===== config.mk =====
export PLATFORM = sky130hd
export DESIGN_NAME = instr_fetch
export DESIGN_NICKNAME = d
export VERILOG_FILES = /design/src/rtl/risc_pkg.sv /design/src/rtl/instr_fetch.sv
export SDC_FILE = /design/constraint.sdc
export NUM_CORES = 1
export LEC_CHECK = 0
export ABC_AREA = 1
export ABC_CLOCK_PERIOD_IN_PS = 1200
export CORE_MARGIN = 2
export CORE_UTILIZATION = 25
export CTS_CLUSTER_DIAMETER = 120
export DETAILED_ROUTE_END_ITERATION = 10
export PLACE_DENSITY = 0.53
export REMOVE_ABC_BUFFERS = 1
export SLEW_MARGIN = 20
export SYNTH_ARGS = -nofsm -noshare
export SYNTH_HDL_FRONTEND = slang
export SYNTH_SLANG_ARGS = --single-unit

===== constraint.sdc =====
create_clock -name clk -period 1.2 [get_ports clk]
set_clock_uncertainty 0.05 [all_clocks]
set_input_delay 0.18 -clock clk [delete_from_list [all_inputs] [get_ports clk]]
set_output_delay 0.18 -clock clk [all_outputs]
set_load 0.1 [all_outputs]

===== src/rtl/risc_pkg.sv =====
// Shared definitions for the 16-bit RISC core: bus widths, the HALT opcode
// and the fetch-stage state encoding.
package risc_pkg;

  localparam int ADDR_W  = 8;
  localparam int INSTR_W = 16;

  // Opcode in IR[15:12] that stops instruction fetch.
  localparam logic [3:0] HALT_OP = 4'hF;

  typedef enum logic [2:0] {
    FS_IDLE   = 3'd0,
    FS_REQ    = 3'd1,
    FS_WAIT   = 3'd2,
    FS_HOLD   = 3'd3,
    FS_HALTED = 3'd4
  } fetch_state_e;

endpackage


===== src/rtl/instr_fetch.sv =====
// Instruction fetch stage: reads the word at PC_addr from synchronous
// instruction memory, latches it into IR and hands it to the decoder over a
// valid/ready handshake. Strobes PC_inc once per non-HALT fetch and parks in
// HALTED after a HALT opcode has been consumed.
module instr_fetch #(
  parameter int         ADDR_W  = risc_pkg::ADDR_W,
  parameter int         INSTR_W = risc_pkg::INSTR_W,
  parameter logic [3:0] HALT_OP = risc_pkg::HALT_OP
) (
  input  logic               clk,
  input  logic               clr,
  input  logic               fetch_en,
  input  logic [ADDR_W-1:0]  PC_addr,
  output logic               PC_inc,
  output logic               PC_clr,
  output logic [ADDR_W-1:0]  imem_addr,
  output logic               imem_rd,
  input  logic [INSTR_W-1:0] imem_data,
  output logic [INSTR_W-1:0] IR,
  output logic [ADDR_W-1:0]  IR_addr,
  output logic               IR_valid,
  input  logic               IR_ready,
  output logic               halted
);

  import risc_pkg::*;

  fetch_state_e       state_q, state_d;
  logic [ADDR_W-1:0]  addr_q, addr_d;
  logic [INSTR_W-1:0] ir_q, ir_d;
  logic [ADDR_W-1:0]  ir_addr_q, ir_addr_d;
  logic               ir_valid_q, ir_valid_d;
  logic               halt_flag_q, halt_flag_d;
  logic               halted_q, halted_d;
  logic [3:0]         opcode;

  // The memory is always addressed by the PC; imem_rd qualifies the access.
  assign imem_addr = PC_addr;
  assign PC_clr    = clr;
  assign opcode    = imem_data[INSTR_W-1 -: 4];

  assign IR       = ir_q;
  assign IR_addr  = ir_addr_q;
  assign IR_valid = ir_valid_q;
  assign halted   = halted_q;

  // Next-state logic plus the two combinational strobes (PC_inc, imem_rd).
  always_comb begin
    state_d     = state_q;
    addr_d      = addr_q;
    ir_d        = ir_q;
    ir_addr_d   = ir_addr_q;
    ir_valid_d  = ir_valid_q;
    halt_flag_d = halt_flag_q;
    halted_d    = halted_q;
    PC_inc      = 1'b0;
    imem_rd     = 1'b0;

    case (state_q)
      FS_IDLE: begin
        if (fetch_en) state_d = FS_REQ;
      end
      FS_REQ: begin
        imem_rd = 1'b1;
        addr_d  = PC_addr;
        state_d = FS_WAIT;
      end
      FS_WAIT: begin
        ir_d       = imem_data;
        ir_addr_d  = addr_q;
        ir_valid_d = 1'b1;
        if (opcode != HALT_OP) begin
          PC_inc      = 1'b1;
          halt_flag_d = 1'b0;
        end else begin
          halt_flag_d = 1'b1;
        end
        state_d = FS_HOLD;
      end
      FS_HOLD: begin
        if (IR_ready) begin
          ir_valid_d = 1'b0;
          if (halt_flag_q) begin
            halted_d = 1'b1;
            state_d  = FS_HALTED;
          end else if (fetch_en) begin
            state_d = FS_REQ;
          end else begin
            state_d = FS_IDLE;
          end
        end
      end
      FS_HALTED: begin
        state_d = FS_HALTED;
      end
      default: begin
        state_d = FS_IDLE;
      end
    endcase

    // A clear in flight suppresses this cycle's strobes so the PC and
    // memory never see a half-finished fetch.
    if (clr) begin
      PC_inc  = 1'b0;
      imem_rd = 1'b0;
    end
  end

  // State, IR and address registers with synchronous clear.
  always_ff @(posedge clk) begin
    if (clr) begin
      state_q     <= FS_IDLE;
      addr_q      <= '0;
      ir_q        <= '0;
      ir_addr_q   <= '0;
      ir_valid_q  <= 1'b0;
      halt_flag_q <= 1'b0;
      halted_q    <= 1'b0;
    end else begin
      state_q     <= state_d;
      addr_q      <= addr_d;
      ir_q        <= ir_d;
      ir_addr_q   <= ir_addr_d;
      ir_valid_q  <= ir_valid_d;
      halt_flag_q <= halt_flag_d;
      halted_q    <= halted_d;
    end
  end

endmodule


# After elaboration in Yosys (flattened, before gate mapping)
# Cells that the tools add are included.
# totals
reg_bits	38
latchBits	0
ram_bits	0
mem_bits_ro	0
in_bits	28
out_inout_bits	37
word_cells	32
n_memories	0
# op_classes
n_addsub	0
n_mul	0
div_mod_pow	0
n_lt_le_gt_ge	0
eq_ne	7
shifts	0
n_mux	13
n_bitwise	0
reduce_logical	5
# ops
cell	count
$pmux 3 s5	1
$mux 3	3
$mux 1	8
$eq 3x2->1 const B	2
$ne 2x2->1 const B	2
$ne 4x4->1 const B	1
$reduce_and 2->1	2
$eq 3x1->1 const B	1
$eq 3x3->1 const B	1
$logic_not 3->1	1
$reduce_and 3->1	1
$pmux 1 s2	1
$reduce_bool 2->1	1

# Longest topological paths before layout
# Gate-level depths: netlist (run 1).
# depth
depth_word	4
ltp_mapped	6
ltp_nobuf	5

# Worst setup path after synthesis (run 1)
# Ideal clock, no wire load.
# synth_timing
kind	flip-flop to output port
start	reg state_q[1]
end	out imem_rd
arrival_time_ps	1975
required_time_ps	970
slack_ps	-1005
stages_incl_launch_ff	5
path_buffers	1
cell_sequence	dfxtp_1 -> inv_1 -> nand3_2 -> buf_4 -> nor2_1
# synth_between
elab_chain_cells	3
# synth_rtl
element	line_no	text
start, declared	instr_fetch.sv:28	fetch_state_e state_q, state_d;
start signal, assigned	instr_fetch.sv:120	state_q <= state_d;
$eq 3x1->1	instr_fetch.sv:59	case (state_q)
$mux 1	instr_fetch.sv:59	
$mux 1	instr_fetch.sv:103	if (clr) begin
end, declared	instr_fetch.sv:17	output logic imem_rd,
# Every way passes these cells.

# Final worst setup path (run 1)
# layout_timing
start	in imem_data[14]
end	out PC_inc
# layout_between
elab_chain_cells	4
# layout_rtl
element	line_no	text
start, declared	instr_fetch.sv:18	input logic [INSTR_W-1:0] imem_data,
$ne 4x4->1	instr_fetch.sv:72	if (opcode != HALT_OP) begin
$mux 1	instr_fetch.sv:72	
$mux 1	instr_fetch.sv:59	
$mux 1	instr_fetch.sv:103	
end, declared	instr_fetch.sv:14	output logic PC_inc,
# Every way passes these cells.

==> flow_metrics.tcl, run 1 <==
set metrics [dict create \
    layout_worst_path_cycle_share_pct 115 \
    antenna_found_initial 0 \
    synthDistinctLibCells 17 \
    tightest_slew_ns 0.292 \
    drc 0 \
    num_antenna_cells 0 \
    ios 65 \
    syn-cell-area_um2 1480 \
    vias_per_cell 4.29 \
    wirelength_um 4300 \
    core_area_um2 5820 \
    ant_nets 0 \
    ctsHoldBuffers 0 \
    first_global_vias 1343 \
    violations "setup timing" \
    start_util_pct 25.5 \
    drv_cap 0 \
    io_buffers 64 \
    cts_root_buf "clkbuf_8" \
    hold_start "imem_data[15]" \
    rsz0062_at_grt "yes" \
    synth-edff-count 0 \
    yosys_warnings 0 \
    yosys_register_bits 38 \
    synth_area_leaders "dfxtp_1, nor2_1, o21ai_1, buf_4, o21ai_0" \
    dpl.hpwl_um 2580 \
    tritoncts "yes" \
    vias 1490 \
    crit_required_ns 0.97 \
    yosysTopAreaCellShare_pct 51.4 \
    cts_sinks 38 \
    finalSetupTns_ns -1.24 \
    drt-wirelength-per-cell_um 12.4 \
    setup_ws_ns -0.180 \
    hold_violations 0 \
    numCtsBuffers 5 \
    yosys.area.top_type "dfxtp_1" \
    die_width_um 81.0 \
    final_util_pct 56.3 \
    ys_seq_area_share_pct 51.4 \
    peakVddDrop_mv 0.739 \
    clk_latency_ns 0.29 \
    syn_avg_cell_area_um2 7.76 \
    fp-row-count 28 \
    clkTransAtPathRegs_ns 0.08 \
    r2r-end "IR[9]" \
    layout-drive-gt1-share_pct 48.5 \
    synth_ff_type "dfxtp_1" \
    crit_start "imem_data[14]" \
    grt_pass1_wl_um 6370 \
    status "finished, violations left" \
    finalMaxSlewViolations 0 \
    r2r-start "state_q[0]" \
    path_max_fanout 2 \
    dr.pass1.iters 3 \
    fillCellCount 543 \
    syn_inst 191 \
    grt_max_degree 36 \
    async_reset_ff_share_pct 0 \
    rr_worst_depth 8 \
    grt_overflow 0 \
    cellLeakagePower_nw 1.32 \
    synth_common_cells "nor2_1, dfxtp_1, o21ai_1" \
    die_area_um2 6560 \
    cellPowerDensity_nw_per_um2 1640 \
    synth.most_common_cell "nor2_1" \
    crit_arrival_ns 1.15 \
    hold_depth 3 \
    htreeDepth 2 \
    start_kind "primary input" \
    final_nets 299 \
    place.gp.congestion 0.734 \
    hold_class "primary input to flop" \
    cts_buffer_depth 2 \
    grt_usage_pct 12.8 \
    drt_first_iter_violations 33 \
    slew_headroom_pct 80.5 \
    fin_crit_ns 1.38 \
    p_total_mw 5.36 \
    rrSetupSlack_ns -0.06 \
    max_freq_ghz 0.725 \
    setup_viol 28 \
    holdPathEnd "IR[15]" \
    area_growth_pct 121 \
    worst-setup-path-type "primary input to output port" \
    worstSetupEndpointType "output port" \
    die_h_um 81.0 \
]
==> worst max-delay path by stage <==
stage	endpoint
finish	PC_inc
CTS	PC_inc
floorplan	PC_inc
global placement	PC_inc
global route	PC_inc
detailed placement	PC_inc
==> worst max-delay path: stages <==
cell and delay [ns]:
clkdlybuf4s50_1 0.44, nand2_2 0.10, nor2_4 0.05, nor3_4 0.19, buf_12 0.20
==> logic make-up after synthesis <==
group / after synthesis / share of synthesized area (%)
buffers and inverters: 34 / 12.8
DFF: 38 / 51.4
AOI/OAI and AO/OA: 47 / 16.0
and+or+nand+nor: 72 / 19.8
==> final cells by class <==
cell class | count | area [um2] | area share, %
Clock buffer | 6 | 82.6 | 2.52
Inverter | 16 | 75.1 | 2.29
Tap cell | 75 | 93.8 | 2.87
Multi-Input combinational cell | 119 | 816 | 24.9
Timing Repair Buffer | 91 | 1380 | 42.1
Clock inverter | 2 | 60.1 | 1.83
Sequential cell | 38 | 767 | 23.4
==> report_power, final <==
group	switching (mW)	internal (mW)	total [mW]
Sequential	0.188	1.42	1.61
Combinational	1.39	1.00	2.40
Clock	0.471	0.887	1.36
==> metrics by stage <==
step | setup slack [ns] | cell area (um2) | hold slack [ns] | instances
final | -0.180 | 3270 | 0.247 | 347
after floorplan | -1.07 | 1350 | 0.199 | 173
after detailed placement | -0.204 | 2590 | 0.384 | 325
after global placement | -0.207 | 2590 | 0.380 | 325
after global routing | -0.226 | 3270 | 0.233 | 347
after CTS | -0.168 | 2890 | 0.237 | 340
==> cell usage in the layout (no fill, tap or decap), types with 2 or more instances in the layout <==
cell / count
nor2_1: 27
clkbuf_8: 6
dfxtp_1: 33
buf_12: 41
clkdlybuf4s50_1: 24
nand2_1: 6
nor3_4: 2
buf_8: 2
a21oi_1: 11
dlygate4sd2_1: 3
inv_1: 12
inv_2: 2
buf_6: 3
nor2_4: 22
nand2_2: 3
nand3_4: 2
nor2_2: 6
buf_16: 2
o21ai_2: 14
bufinv_16: 2
dfxtp_2: 5
o21ai_0: 7
nand3_1: 3
buf_4: 13
o21ai_1: 13
clkbuf_16: 3
==> flip-flops by register name (all words and copies together), names as in the netlist <==
name	cells
IR_addr	8
state_q	3
halt_flag_q	1
IR	16
IR_valid	1
halted	1
addr_q	8
==> timing repair <==
item                       CTS  global route
setup endpoints to repair   28            37
buffers inserted             5             7
pin swaps                    7            12
gates resized for setup     23            88
gates cloned                 2             3
==> routing by layer <==
metal	vias to the layer above	track usage (%)	routed length, um
li1	767	-	-
met1	676	14.7	1810
met2	41	22.6	2170
met4	0	4.58	55
met5	-	0	0
met3	6	3.89	257
Note: power is estimated with default switching activity, not from simulation.
==> inputs of run 2 (changes only) <==
PLACE_DENSITY = 0.5   (was 0.53)
==> run 2 against run 1 <==
The flow still finishes with violations (setup timing). Register-to-register slack worse by 0.06 ns. Sequential share of layout area grew 0.83 points. Via count fell by 1.3%. Combinational power down 3%. Sequential cell count unchanged. Critical endpoint unchanged.
==> flow_metrics.tcl, run 2 (synthesis results as in run 1) <==
set metrics [dict create \
    status "finished, violations left" \
    violations "setup timing" \
    met3_length_um 264 \
    cts_buffer_depth 2 \
    largest_reg_flops 16 \
    grt_usage_pct 12.6 \
    path_max_fanout 2 \
    wl_met1_um 1790 \
    power_frac_seq_pct 32.1 \
    cts_root_buf "clkbuf_8" \
    vias_per_cell 4.23 \
    vias 1471 \
    numCtsBuffers 5 \
    final_util_pct 54.4 \
    grt_overflow 0 \
    area_growth_pct 113 \
    hold_ws_ns 0.156 \
    switching_share_pct 39.6 \
    ios 65 \
    slew_headroom_pct 80.8 \
    final_common_cell "buf_12" \
    max_freq_ghz 0.710 \
    wirelength_um 4010 \
    hold_violations 0 \
    start_util_pct 25.5 \
    drt_first_iter_violations 22 \
    setup_ws_ns -0.208 \
    critPathSlowestCell "clkdlybuf4s50_1" \
    core_area_um2 5820 \
    die_width_um 81.0 \
    drt-wirelength-per-cell_um 11.5 \
    worstSetupEndpointType "output port" \
    place.gp.congestion 0.694 \
    htreeDepth 2 \
    finalMaxSlewViolations 0 \
    final_nets 300 \
    dpl_worst_slack_ns -0.225 \
    drc 0 \
    cellPowerDensity_nw_per_um2 1570 \
    cellLeakagePower_nw 1.28 \
    num_antenna_cells 0 \
    fin_crit_ns 1.41 \
    setup_viol 26 \
    cts_sinks 38 \
    top_layer_used "met4" \
    drv_cap 0 \
    antenna_found_initial 0 \
    dpl.hpwl_um 2770 \
    die_h_um 81.0 \
    worst-setup-path-type "primary input to output port" \
    rsz0062_at_grt "yes" \
    layout_worst_path_cycle_share_pct 117 \
    tritoncts "yes" \
    peakVddDrop_mv 0.584 \
    hold_class "primary input to flop" \
    dr.pass1.iters 4 \
    dr_wl_met2_um 1910 \
    ctsHoldBuffers 0 \
    cp_cell_sequence "clkdlybuf4s50_1 > nand2_2 > nor2_4 > nor3_4 > buf_12" \
    most-common-layout-cells "buf_12, dfxtp_1, nor2_1" \
    tightest_slew_ns 0.288 \
    grt_pass1_wl_um 6230 \
    clkTransAtPathRegs_ns 0.07 \
    crit_required_ns 0.97 \
    start_kind "primary input" \
    combPwrFrac_pct 46.8 \
    p_switching_mw 1.97 \
    ant_nets 0 \
    clockPowerShare_pct 21.1 \
    grt_max_degree 18 \
    p_total_mw 4.97 \
    layout-drive-gt1-share_pct 45.4 \
    fp-row-count 28 \
    crit_arrival_ns 1.18 \
    clk_latency_ns 0.28 \
    finalSetupTns_ns -2.47 \
    first_global_vias 1310 \
    io_buffers 64 \
    slowest_delay_ns 0.44 \
    die_area_um2 6560 \
    p_int_mw 3.00 \
]
run 2: cell count changes in the layout (fill, tap and decap cells not counted), sizes merged:
cell,delta
dlygate4sd2,-1
buf,+3
dlymetal6s2s,+1
bufinv,-1
clkbuf,-3
clkinv,+2
run 2: power groups by stage:
stage | logic, mW | registers (mW) | clock network [mW]
after floorplan | 0.341 | 2.25 | 0
after global placement | 1.97 | 1.57 | 0
after detailed placement | 1.98 | 1.58 | 0
after CTS | 2.12 | 1.56 | 1.10
after global routing | 2.44 | 1.62 | 1.16
final | 2.33 | 1.60 | 1.05
run 2: layout make-up:
cell class / count / area, um2
Timing Repair Buffer: 92 / 1360
Fill cell: 565 / 2650
Multi-Input combinational cell: 119 / 754
Clock buffer: 5 / 68.8
Inverter: 16 / 75.1
Sequential cell: 38 / 767
Clock inverter: 3 / 40.0
Tap cell: 75 / 93.8
run 2: final timing paths:
kind                               startpoint     endpoint  slack, ns  cells past startpoint
worst max-delay path            imem_data[15]       PC_inc      -0.21                      5
worst min-delay path            imem_data[12]       IR[12]       0.16                      3
worst min register to register      addr_q[5]    addr_q[5]       0.39                      2
worst max register to register     state_q[2]  halt_flag_q      -0.12                      9
run 2: what timing repair did:
item	CTS	global route
pin swaps	4	5
cloned	2	1
endpoints found under the setup margin	28	38
buffers inserted	4	6
resized for setup	25	74
run 2: layer usage:
layer / up-vias / GRT usage [%]
li1: 761 / -
met5: - / 0
met1: 664 / 15.9
met3: 5 / 4.56
met4: 0 / 4.07
met2: 41 / 19.9
run 2: critical path, delay by kind of cell:
kind | cells | cell delay (ns)
buffers and inverters | 2 | 0.64
and+or+nand+nor | 3 | 0.36
run 2: per-stage QoR:
stage | area [um2] | instances
2_1_floorplan | 1350 | 173
3_5_place_dp | 2600 | 329
3_3_place_gp | 2600 | 329
4_1_cts | 2870 | 343
6_report | 3160 | 348
5_1_grt | 3160 | 348
==> inputs of run 3 (changes only) <==
DONT_BUFFER_PORTS = 1   (was unset)
PLACE_DENSITY = 0.36   (was 0.5)
==> run 3 against run 2 <==
The flow finishes with violations (hold timing, setup timing). Critical path depth shrank 1. Combinational power fell by 22%. Register-to-register slack gained 0.15 ns. Cell area decreased by 23%.
==> flow_metrics.tcl, run 3 (synthesis results as in run 1) <==
set metrics [dict create \
    status "finished, violations left" \
    violations "hold timing, setup timing" \
    grt_usage_pct 12.0 \
    r2r-end "state_q[1]" \
    crit_required_ns 0.97 \
    finalMaxSlewViolations 0 \
    ant_nets 0 \
    numCtsBuffers 5 \
    rsz0062_at_grt "yes" \
    clk_latency_ns 0.28 \
    place.gp.congestion 0.798 \
    cts_root_buf "clkbuf_8" \
    final_nets 257 \
    power_frac_seq_pct 35.6 \
    slowest_delay_ns 0.34 \
    combPwrFrac_pct 41.5 \
    peakVddDrop_mv 0.629 \
    cellLeakagePower_nw 0.963 \
    fp-row-count 28 \
    tritoncts "yes" \
    grt_overflow 0 \
    clockPowerShare_pct 22.8 \
    core_area_um2 5820 \
    tightest_slew_ns 0.286 \
    drv_cap 0 \
    cts_sinks 38 \
    setup_viol 2 \
    die_width_um 81.0 \
    layout_worst_path_cycle_share_pct 117 \
    io_buffers 0 \
    rr_worst_depth 6 \
    dr.pass1.iters 5 \
    drc 0 \
    p_int_mw 2.67 \
    crit_path_end "PC_inc" \
    cellPowerDensity_nw_per_um2 1790 \
    antenna_found_initial 0 \
    final_common_cell "nor2_1" \
    vias 1342 \
    rrSetupSlack_ns 0.03 \
    area_growth_pct 64.6 \
    num_antenna_cells 0 \
    fin_crit_ns 1.40 \
    most-common-layout-cells "nor2_1, dfxtp_1, buf_12" \
    clkTransAtPathRegs_ns 0.07 \
    slew_headroom_pct 80.9 \
    switching_share_pct 38.8 \
    crit_start "state_q[2]" \
    cp_cell_sequence "inv_4 > nand3_4 > nor3_4 > buf_12" \
    r2r-start "state_q[0]" \
    die_h_um 81.0 \
    htreeDepth 2 \
    p_switching_mw 1.70 \
    cts_buffer_depth 2 \
    max_freq_ghz 0.713 \
    grt_pass1_wl_um 6070 \
    grt_max_degree 34 \
    wirelength_um 3900 \
    hold_ws_ns -0.0958 \
    start_util_pct 25.5 \
    first_global_vias 1270 \
    path_max_fanout 3 \
    crit_arrival_ns 1.17 \
    ios 65 \
    dpl_worst_slack_ns 0.0169 \
    worstSetupEndpointType "output port" \
    die_area_um2 6560 \
    drt-wirelength-per-cell_um 12.8 \
    drt_first_iter_violations 54 \
    hold_violations 7 \
    start_kind "flop" \
    worst-setup-path-type "flop to output port" \
    hold_class "primary input to flop" \
    largest_reg_flops 16 \
    dpl.hpwl_um 2770 \
    setup_ws_ns -0.203 \
    critPathSlowestCell "dfxtp_2" \
    vias_per_cell 4.40 \
    layout-drive-gt1-share_pct 30.4 \
]
[run 3: worst min path at each step]
stage | start | to | slack (ns) | cells after the start
after floorplan | clr | IR_valid | 0.20 | 1
after global placement | clr | halted | 0.20 | 1
after detailed placement | clr | halted | 0.20 | 1
after CTS | clr | state_q[2] | -0.11 | 1
after global routing | clr | state_q[2] | -0.11 | 1
final | clr | state_q[2] | -0.1 | 1
[run 3: worst max-delay path, delay by kind of cell (launching register included)]
kind / cells / cell delay [ns]
buffers and inverters: 2 / 0.28
DFF: 1 / 0.34
and+or+nand+nor: 2 / 0.28
[run 3: final cells by class]
type,count,area [um2]
clock buffers,8,110
fillers,598,3380
inverters,16,67.6
multi-input cells,119,591
flip-flops and latches,38,764
well taps,75,93.8
repair buffers,49,812
[run 3: power by group through the flow]
| stage | clock [mW] | sequential (mW) | combinational, mW |
|---|---|---|---|
| 2_1_floorplan | 0 | 2.25 | 0.341 |
| 3_3_place_gp | 0 | 1.57 | 1.69 |
| 3_5_place_dp | 0 | 1.58 | 1.71 |
| 4_1_cts | 1.04 | 1.56 | 1.75 |
| 5_1_grt | 1.10 | 1.58 | 1.90 |
| 6_report | 0.998 | 1.56 | 1.82 |
[run 3: timing repair]
action	CTS	global route
gates resized for setup	9	22
hold endpoints to repair	6	6
cloned	0	1
pin swaps	2	4
setup buffers	3	1
endpoints found under the setup margin	2	29
hold buffers	3	3
[run 3: layer usage]
| metal | vias up | global-route usage (%) | share of wire [%] |
|---|---|---|---|
| met4 | 0 | 4.41 | 0.87 |
| met2 | 46 | 21.6 | 53 |
| li1 | 675 | - | - |
| met5 | - | 0 | 0 |
| met1 | 619 | 13.0 | 39 |
| met3 | 2 | 4.11 | 6.8 |
[run 3: metrics by stage]
stage               util (%)  power (mW)  TNS (ns)  instance area [um2]  cells
detailed placement      36.6        3.29         0                 2130    286
floorplan                  -        2.59     -6.54                 1350    173
CTS                     39.9        4.35    -0.463                 2320    300
finish                  41.9        4.37    -0.379                 2440    305
global placement        36.6        3.26         0                 2130    286
global route            41.9        4.59    -0.612                 2440    305
